$ cat src/rtl/mux_ser_pkg.sv
// Shared types and sizes for the byte serializer and its bit-select mux.
package mux_ser_pkg;

  localparam int FRAME_BITS = 8;
  localparam int SEL_W      = 3;

  typedef enum logic [1:0] {
    IDLE   = 2'd0,
    SHIFT  = 2'd1,
    PARITY = 2'd2
  } ser_state_t;

  // Select value of the first and final data beat for a given bit order.
  function automatic logic [SEL_W-1:0] sel_first(input bit msb_first);
    return msb_first ? SEL_W'(FRAME_BITS - 1) : '0;
  endfunction

  function automatic logic [SEL_W-1:0] sel_final(input bit msb_first);
    return msb_first ? '0 : SEL_W'(FRAME_BITS - 1);
  endfunction

endpackage

$ cat src/rtl/mux_byte_serializer_mux.sv
// 8-to-1 bit-select datapath: picks input_lines[selector_bits].
module eightToOneMux
  import mux_ser_pkg::*;
(
  input  logic [FRAME_BITS-1:0] input_lines,
  input  logic [SEL_W-1:0]      selector_bits,
  output logic                  output_bit
);

  logic [FRAME_BITS-1:0] hit;

  // One-hot decode then OR-reduce, so each input line is an independent AND term.
  for (genvar i = 0; i < FRAME_BITS; i++) begin : g_line
    assign hit[i] = input_lines[i] & (selector_bits == SEL_W'(i));
  end

  assign output_bit = |hit;

endmodule

$ cat src/rtl/mux_byte_serializer.sv
// Byte-to-bit serializer: valid/ready byte in, valid/ready bit stream out.
// Define MUX_SER_PARITY_EN to append an even-parity beat to every frame.
module mux_byte_serializer
  import mux_ser_pkg::*;
#(
  parameter bit   MSB_FIRST  = 1'b0,
  parameter logic IDLE_LEVEL = 1'b1
) (
  input  logic                  clk,
  input  logic                  rst,
  input  logic [FRAME_BITS-1:0] in_data,
  input  logic                  in_valid,
  output logic                  in_ready,
  output logic                  ser_data,
  output logic                  ser_valid,
  input  logic                  ser_ready,
  output logic [SEL_W-1:0]      ser_sel,
  output logic                  ser_last,
  output logic                  frame_done
);

`ifdef MUX_SER_PARITY_EN
  localparam bit PAR_EN = 1'b1;
`else
  localparam bit PAR_EN = 1'b0;
`endif

  localparam logic [SEL_W-1:0] SEL_START = sel_first(MSB_FIRST);
  localparam logic [SEL_W-1:0] SEL_END   = sel_final(MSB_FIRST);

  ser_state_t            state;
  logic [FRAME_BITS-1:0] data_reg;
  logic [SEL_W-1:0]      sel;
  logic [SEL_W-1:0]      sel_next;
  logic                  mux_bit;

  assign sel_next = MSB_FIRST ? sel - 1'b1 : sel + 1'b1;
  assign ser_sel  = sel;

  eightToOneMux u_mux (
    .input_lines  (data_reg),
    .selector_bits(sel),
    .output_bit   (mux_bit)
  );

  always_comb begin
    ser_data = IDLE_LEVEL;
    case (state)
      SHIFT:   ser_data = mux_bit;
`ifdef MUX_SER_PARITY_EN
      PARITY:  ser_data = ^data_reg;
`endif
      default: ser_data = IDLE_LEVEL;
    endcase
  end

  // sel returns to 0 on leaving SHIFT so ser_sel reads 0 whenever no data beat is shown.
  always_ff @(posedge clk or posedge rst) begin
    if (rst) begin
      state      <= IDLE;
      data_reg   <= '0;
      sel        <= '0;
      in_ready   <= 1'b1;
      ser_valid  <= 1'b0;
      ser_last   <= 1'b0;
      frame_done <= 1'b0;
    end else begin
      frame_done <= 1'b0;
      case (state)
        IDLE: begin
          if (in_valid && in_ready) begin
            data_reg  <= in_data;
            sel       <= SEL_START;
            state     <= SHIFT;
            in_ready  <= 1'b0;
            ser_valid <= 1'b1;
            ser_last  <= 1'b0;
          end
        end
        SHIFT: begin
          if (ser_ready) begin
            if (sel == SEL_END) begin
              sel <= '0;
`ifdef MUX_SER_PARITY_EN
              state    <= PARITY;
              ser_last <= 1'b1;
`else
              state      <= IDLE;
              in_ready   <= 1'b1;
              ser_valid  <= 1'b0;
              ser_last   <= 1'b0;
              frame_done <= 1'b1;
`endif
            end else begin
              sel      <= sel_next;
              ser_last <= (sel_next == SEL_END) && !PAR_EN;
            end
          end
        end
`ifdef MUX_SER_PARITY_EN
        PARITY: begin
          if (ser_ready) begin
            state      <= IDLE;
            in_ready   <= 1'b1;
            ser_valid  <= 1'b0;
            ser_last   <= 1'b0;
            frame_done <= 1'b1;
          end
        end
`endif
        default: begin
          state     <= IDLE;
          sel       <= '0;
          in_ready  <= 1'b1;
          ser_valid <= 1'b0;
          ser_last  <= 1'b0;
        end
      endcase
    end
  end

endmodule

$ cat config.mk
export PLATFORM = sky130hd
export DESIGN_NAME = mux_byte_serializer
export DESIGN_NICKNAME = d
export VERILOG_FILES = /design/src/rtl/mux_ser_pkg.sv /design/src/rtl/mux_byte_serializer_mux.sv /design/src/rtl/mux_byte_serializer.sv
export SDC_FILE = /design/constraint.sdc
export NUM_CORES = 1
export LEC_CHECK = 0
export ABC_AREA = 1
export BUFFER_PORTS_ARGS = -buffer_cell sky130_fd_sc_hd__buf_2
export CAP_MARGIN = 10
export CELL_PAD_IN_SITES_DETAIL_PLACEMENT = 1
export CELL_PAD_IN_SITES_GLOBAL_PLACEMENT = 2
export CORE_MARGIN = 5
export CORE_UTILIZATION = 25
export CTS_CLUSTER_DIAMETER = 100
export DETAILED_ROUTE_END_ITERATION = 6
export PLACE_DENSITY = 0.79
export SYNTH_ARGS = -nofsm -noshare
export SYNTH_HDL_FRONTEND = slang
export SYNTH_SLANG_ARGS = --single-unit
$ cat constraint.sdc
create_clock -name clk -period 1.28 [get_ports clk]
set_clock_uncertainty 0.05 [all_clocks]
set_input_delay 0.256 -clock clk [delete_from_list [all_inputs] [get_ports clk]]
set_output_delay 0.256 -clock clk [all_outputs]
set_load 0.005 [all_outputs]
# Yosys cells after proc, flatten, opt, wreduce, memory -nomap -nowiden
# Index checks and enable logic that the tools add are counted.
# totals
reg_bits	17
in_bits	12
# op_classes
n_mux	23
eq_ne	12
n_addsub	1
n_reduce_logical	7
n_bitwise	8
# ops
cell	n
== test 3 bit, second input constant	5
two-way mux 1 bit	12
two-way mux 3 bit	3
AND 1 bit	8
OR reduction 8 bit	1
== test 3 x 2 -> 1 bit, second input constant	2
two-way mux 2 bit	3
inequality test 2 bit, second input constant	3
case mux 1 bit (2 select lines)	3
case mux 3 bit (2 select lines)	1
case mux 2 bit (2 select lines)	1
AND reduction 2 bit	2
adder 3 x 1 -> 3 bit, second input constant	1
== test 3 x 1 -> 1 bit, second input constant	1
logical NOT 3 bit	1
AND reduction 3 bit	1
== test 2 x 1 -> 1 bit, second input constant	1
logical NOT 2 bit	1
logical AND 1 bit	1

# Longest topological paths before layout
# depth
ltp_word	5
mapped_depth	8

# By module
# A second synthesis with hierarchy kept.
# unflattened
hier_cells	94
hier_area_um2	763.2
# by_module_without_submodules
mod	instances	area_each_um2	seq_area_each_um2	cells_each
mux_byte_serializer	1	669.4	376.6	73
eightToOneMux	1	93.8	0.0	21

# Worst setup path before layout
# No wires, ideal clock.
# synth_timing
path_type	reg2out
startpoint	register sel[0] (netlist: ser_sel[0])
endpoint	output ser_data
path_slack_ns	-0.173
path_stages_with_launch	9
t_required_ns	0.974
t_arrival_ns	1.147
n_path_buf	0
path_cell_list	dfrtp_1 > ha_1 > ha_1 > nand2_1 > inv_1 > nor2_1 > nand2_1 > inv_1 > nand2_1
# synth_via
elab_chain_cells	4
# synth_rtl
element	line	source
start: declaration	mux_byte_serializer.sv:33	logic [SEL_W-1:0] sel;
start signal: assignment	mux_byte_serializer.sv:95	sel <= sel_next;
== test 3 x 1 -> 1 bit, or another cell as far along	mux_byte_serializer_mux.sv:14	assign hit[i] = input_lines[i] & (selector_bits == SEL_W'(i));
AND 1 bit	mux_byte_serializer_mux.sv:14	
OR reduction 8 bit *	mux_byte_serializer_mux.sv:17	assign output_bit = |hit;
two-way mux 1 bit *	mux_byte_serializer.sv:48	case (state)
end: declaration	mux_byte_serializer.sv:14	output logic ser_data,
# Every way passes the cells marked *; elsewhere a longest branch is shown, timed or not.

# Final worst setup path
# Ends and elaborated chain as after synthesis.

==> flow_results.xml <==
<?xml version="1.0" encoding="UTF-8"?>
<metrics>
  <group name="setup_path">
    <metric name="rr_endpoint" unit="">ser_valid</metric>
    <metric name="end_kind" unit="">output port</metric>
    <metric name="path_max_fanout" unit="">3</metric>
    <metric name="regToRegSetupSlack" unit="ps">-90</metric>
    <metric name="r2r_cells" unit="">7</metric>
    <metric name="cp_data_arrival_time" unit="ps">1520</metric>
    <metric name="cp-start-kind" unit="">register</metric>
    <metric name="worstPathRequired" unit="ps">970</metric>
    <metric name="crit_type" unit="">register to output port</metric>
    <metric name="rr_startpoint" unit="">ser_sel[0]</metric>
  </group>
  <group name="detailed_routing">
    <metric name="wl_per_cell" unit="um">12.2</metric>
    <metric name="total_vias_in_the_final_route" unit="">700</metric>
    <metric name="drt-met1-wl" unit="um">971</metric>
    <metric name="routed.top_layer" unit="">met4</metric>
    <metric name="routed_wire_length" unit="um">1990</metric>
    <metric name="met2_wirelength" unit="um">906</metric>
    <metric name="detail_route.first_pass.iterations" unit="">2</metric>
    <metric name="vias_per_cell" unit="">4.29</metric>
    <metric name="ant_nets" unit="">0</metric>
    <metric name="met3_wirelength" unit="um">68</metric>
    <metric name="drc" unit="">0</metric>
    <metric name="number_of_violations_reported_at_the_end_of_detailed_routing_iteration_0" unit="">8</metric>
  </group>
  <group name="yosys">
    <metric name="synthMuxAreaShare" unit="%">0</metric>
    <metric name="synth-simple-area-share" unit="%">29.9</metric>
    <metric name="netlist_area" unit="sq um">767</metric>
    <metric name="syn_nets" unit="">112</metric>
    <metric name="synth-seq-cells" unit="">15</metric>
    <metric name="post_synth_xor_area_fraction" unit="%">0</metric>
    <metric name="synth_compound_gate_area_share" unit="%">3.92</metric>
    <metric name="synth_adder_area_share" unit="%">9.79</metric>
    <metric name="syn-instance-count" unit="">94</metric>
    <metric name="synth_area_per_cell" unit="sq um">8.16</metric>
    <metric name="main_combinational_cell_family_by_area_after_synthesis" unit="">simple AND/OR/NAND/NOR gates</metric>
    <metric name="synth-warning-count" unit="">0</metric>
    <metric name="synth.distinct_cells" unit="">14</metric>
    <metric name="yosysSeqAreaShare" unit="%">49.1</metric>
  </group>
  <group name="timing">
    <metric name="worst_slew_margin_rel" unit="%">86.4</metric>
    <metric name="min_period" unit="ps">1820</metric>
    <metric name="max_freq" unit="GHz">0.549</metric>
    <metric name="hold_viol_final" unit="">0</metric>
    <metric name="setup_total_negative_slack" unit="ps">-726</metric>
    <metric name="final.setup.worst_slack" unit="ps">-541</metric>
    <metric name="tightest_slew" unit="ps">205</metric>
    <metric name="grt_setup_unrepaired" unit="">true</metric>
    <metric name="report.final.slew_viol_count" unit="">0</metric>
    <metric name="setup_violations" unit="">6</metric>
    <metric name="finalCritPeriodShare" unit="%">142</metric>
  </group>
  <group name="layout">
    <metric name="diodes_inserted" unit="">0</metric>
    <metric name="mostFrequentLayoutCells" unit="">sky130_fd_sc_hd__nand2_1 (36), sky130_fd_sc_hd__buf_2 (16), sky130_fd_sc_hd__dfrtp_1 (13)</metric>
    <metric name="largest_reg_flops" unit="">8</metric>
    <metric name="fin_nets" unit="">149</metric>
    <metric name="area_growth" unit="%">46.2</metric>
    <metric name="share_of_cells_above_drive_strength_1" unit="%">40.0</metric>
    <metric name="mostFrequentLayoutCell" unit="">sky130_fd_sc_hd__nand2_1</metric>
  </group>
  <group name="global_routing">
    <metric name="globalRouteTotalUtil" unit="%">10.1</metric>
    <metric name="first_pass_grt_wire_length" unit="um">3270</metric>
    <metric name="initial_antenna_violation_count" unit="">0</metric>
    <metric name="via_count_of_the_first_global_routing_pass" unit="">730</metric>
    <metric name="grt_max_degree" unit="">16</metric>
    <metric name="overflow" unit="">0</metric>
  </group>
  <group name="die">
    <metric name="start_util" unit="%">25.5</metric>
    <metric name="fp.dieW" unit="um">65.4</metric>
    <metric name="num_rows" unit="">20</metric>
    <metric name="fp.dieArea" unit="sq um">4280</metric>
    <metric name="die-height" unit="um">65.4</metric>
    <metric name="core_area" unit="sq um">3000</metric>
    <metric name="floorplan.io_pins" unit="">20</metric>
  </group>
  <group name="status">
    <metric name="result_of_the_run" unit="">complete, but fails checks</metric>
    <metric name="failing_checks" unit="">setup timing</metric>
  </group>
  <group name="cts">
    <metric name="clock_insertion_delay_worst_skew" unit="ps">290</metric>
    <metric name="h-tree-depth" unit="">1</metric>
    <metric name="root_buffer" unit="">sky130_fd_sc_hd__clkbuf_4</metric>
    <metric name="clock_pin_slew_worst_setup_and_hold_paths" unit="ps">90</metric>
    <metric name="cts_buffers" unit="">3</metric>
    <metric name="clock_tree.buffer_depth" unit="">2</metric>
    <metric name="cts_num_sinks" unit="">15</metric>
    <metric name="tritoncts" unit="">yes</metric>
  </group>
  <group name="flow_run">
    <metric name="cap_viol_max_count" unit="">0</metric>
  </group>
  <group name="placed_design">
    <metric name="post-place-ws" unit="ps">-232</metric>
    <metric name="hpwl" unit="um">1510</metric>
    <metric name="placement.io_buffers" unit="">19</metric>
    <metric name="gpl.final_weighted_congestion" unit="">0.724</metric>
  </group>
  <group name="min_path">
    <metric name="min_from" unit="">in_data[7]</metric>
    <metric name="worstHoldEndpoint" unit="">data_reg[7]</metric>
    <metric name="worstHoldPathCells" unit="">3</metric>
    <metric name="worst_hold_path_type" unit="">primary input to register</metric>
  </group>
  <group name="power_and_ir_drop">
    <metric name="p_per_area" unit="nW/um^2">700</metric>
    <metric name="cellLeakagePower" unit="nW">0.623</metric>
    <metric name="ir_worst_vdd" unit="uV">379</metric>
  </group>
</metrics>
[per-layer routing]
| layer | vias to the layer above | track usage [%] |
|---|---|---|
| li1 | 359 | - |
| met3 | 4 | 1.37 |
| met5 | - | 0 |
| met2 | 14 | 15.9 |
| met4 | 0 | 6.22 |
| met1 | 323 | 13.0 |
[synthesized netlist by cell type]
cell | number | share of area, %
sky130_fd_sc_hd__a21oi_1 | 1 | 0.65
sky130_fd_sc_hd__ha_1 | 6 | 9.8
sky130_fd_sc_hd__nand4_1 | 1 | 0.82
sky130_fd_sc_hd__inv_2 | 4 | 2.0
sky130_fd_sc_hd__nor2_1 | 3 | 1.5
sky130_fd_sc_hd__nand2_2 | 3 | 2.4
sky130_fd_sc_hd__o21ai_1 | 5 | 3.3
sky130_fd_sc_hd__nand2_1 | 37 | 18
sky130_fd_sc_hd__or2_1 | 1 | 0.82
sky130_fd_sc_hd__nand3_4 | 1 | 2.3
sky130_fd_sc_hd__dfrtp_1 | 14 | 46
sky130_fd_sc_hd__dfstp_2 | 1 | 3.4
sky130_fd_sc_hd__inv_1 | 11 | 5.4
sky130_fd_sc_hd__nand3_1 | 6 | 3.9
[logic make-up (layout without fill, tap and decap cells)]
kind of cell	Yosys count	after routing
compound gates	6	6
fa+ha+maj	6	6
buf+inv	15	51
flops	15	15
simple gates	52	52
[cell type report]
class                           count  area (sq um)
Timing Repair Buffer               32           233
Clock buffer                        4          26.3
Fill cell                         361          1880
Inverter                           15          58.8
Multi-Input combinational cell     64           384
Tap cell                           33          41.3
Sequential cell                    15           378
[how the worst max path moves through the flow]
stage	startpoint	end	depth (start not counted)
6_report	ser_sel[0]	ser_data	9
5_1_grt	ser_sel[0]	ser_data	9
4_1_cts	ser_sel[0]	ser_data	9
3_5_place_dp	ser_sel[0]	ser_data	9
3_3_place_gp	ser_sel[0]	ser_data	9
2_1_floorplan	ser_sel[1]	ser_data	8
[power by group]
part | switching (mW) | internal [mW] | total [mW]
sequential | 0 | 0.474 | 0.474
combinational | 0.0161 | 0.0159 | 0.0320
clock | 0.158 | 0.121 | 0.279
total | 0.174 | 0.611 | 0.785
[critical path: stages (launching register included)]
cell,delay [ps]
sky130_fd_sc_hd__dfrtp_1,430
sky130_fd_sc_hd__ha_4,200
sky130_fd_sc_hd__ha_4,150
sky130_fd_sc_hd__nand2_2,40
sky130_fd_sc_hd__nand2_1,40
sky130_fd_sc_hd__nor2_1,110
sky130_fd_sc_hd__nand2_1,50
sky130_fd_sc_hd__inv_1,50
sky130_fd_sc_hd__nand2_1,40
sky130_fd_sc_hd__buf_2,120
[through the flow]
stage	hold WS (ps)	cells	total power [mW]	cell area, sq um	utilization [%]
after global placement	216	155	0.513	976	32.5
after global routing	108	163	0.825	1120	37.3
after CTS	99.0	161	0.809	1020	34.1
final	106	163	0.785	1120	37.3
after floorplan	107	94	0.490	772	-
after detailed placement	223	155	0.514	976	32.5
[timing repair]
item,CTS,global route
setup buffers,1,3
pin swaps,1,10
gates cloned,0,0
endpoints found under the hold margin,14,0
hold buffers,1,0
resized for setup,2,18
setup endpoints to repair,7,8
No activity file was read; power rests on OpenSTA's default activity.
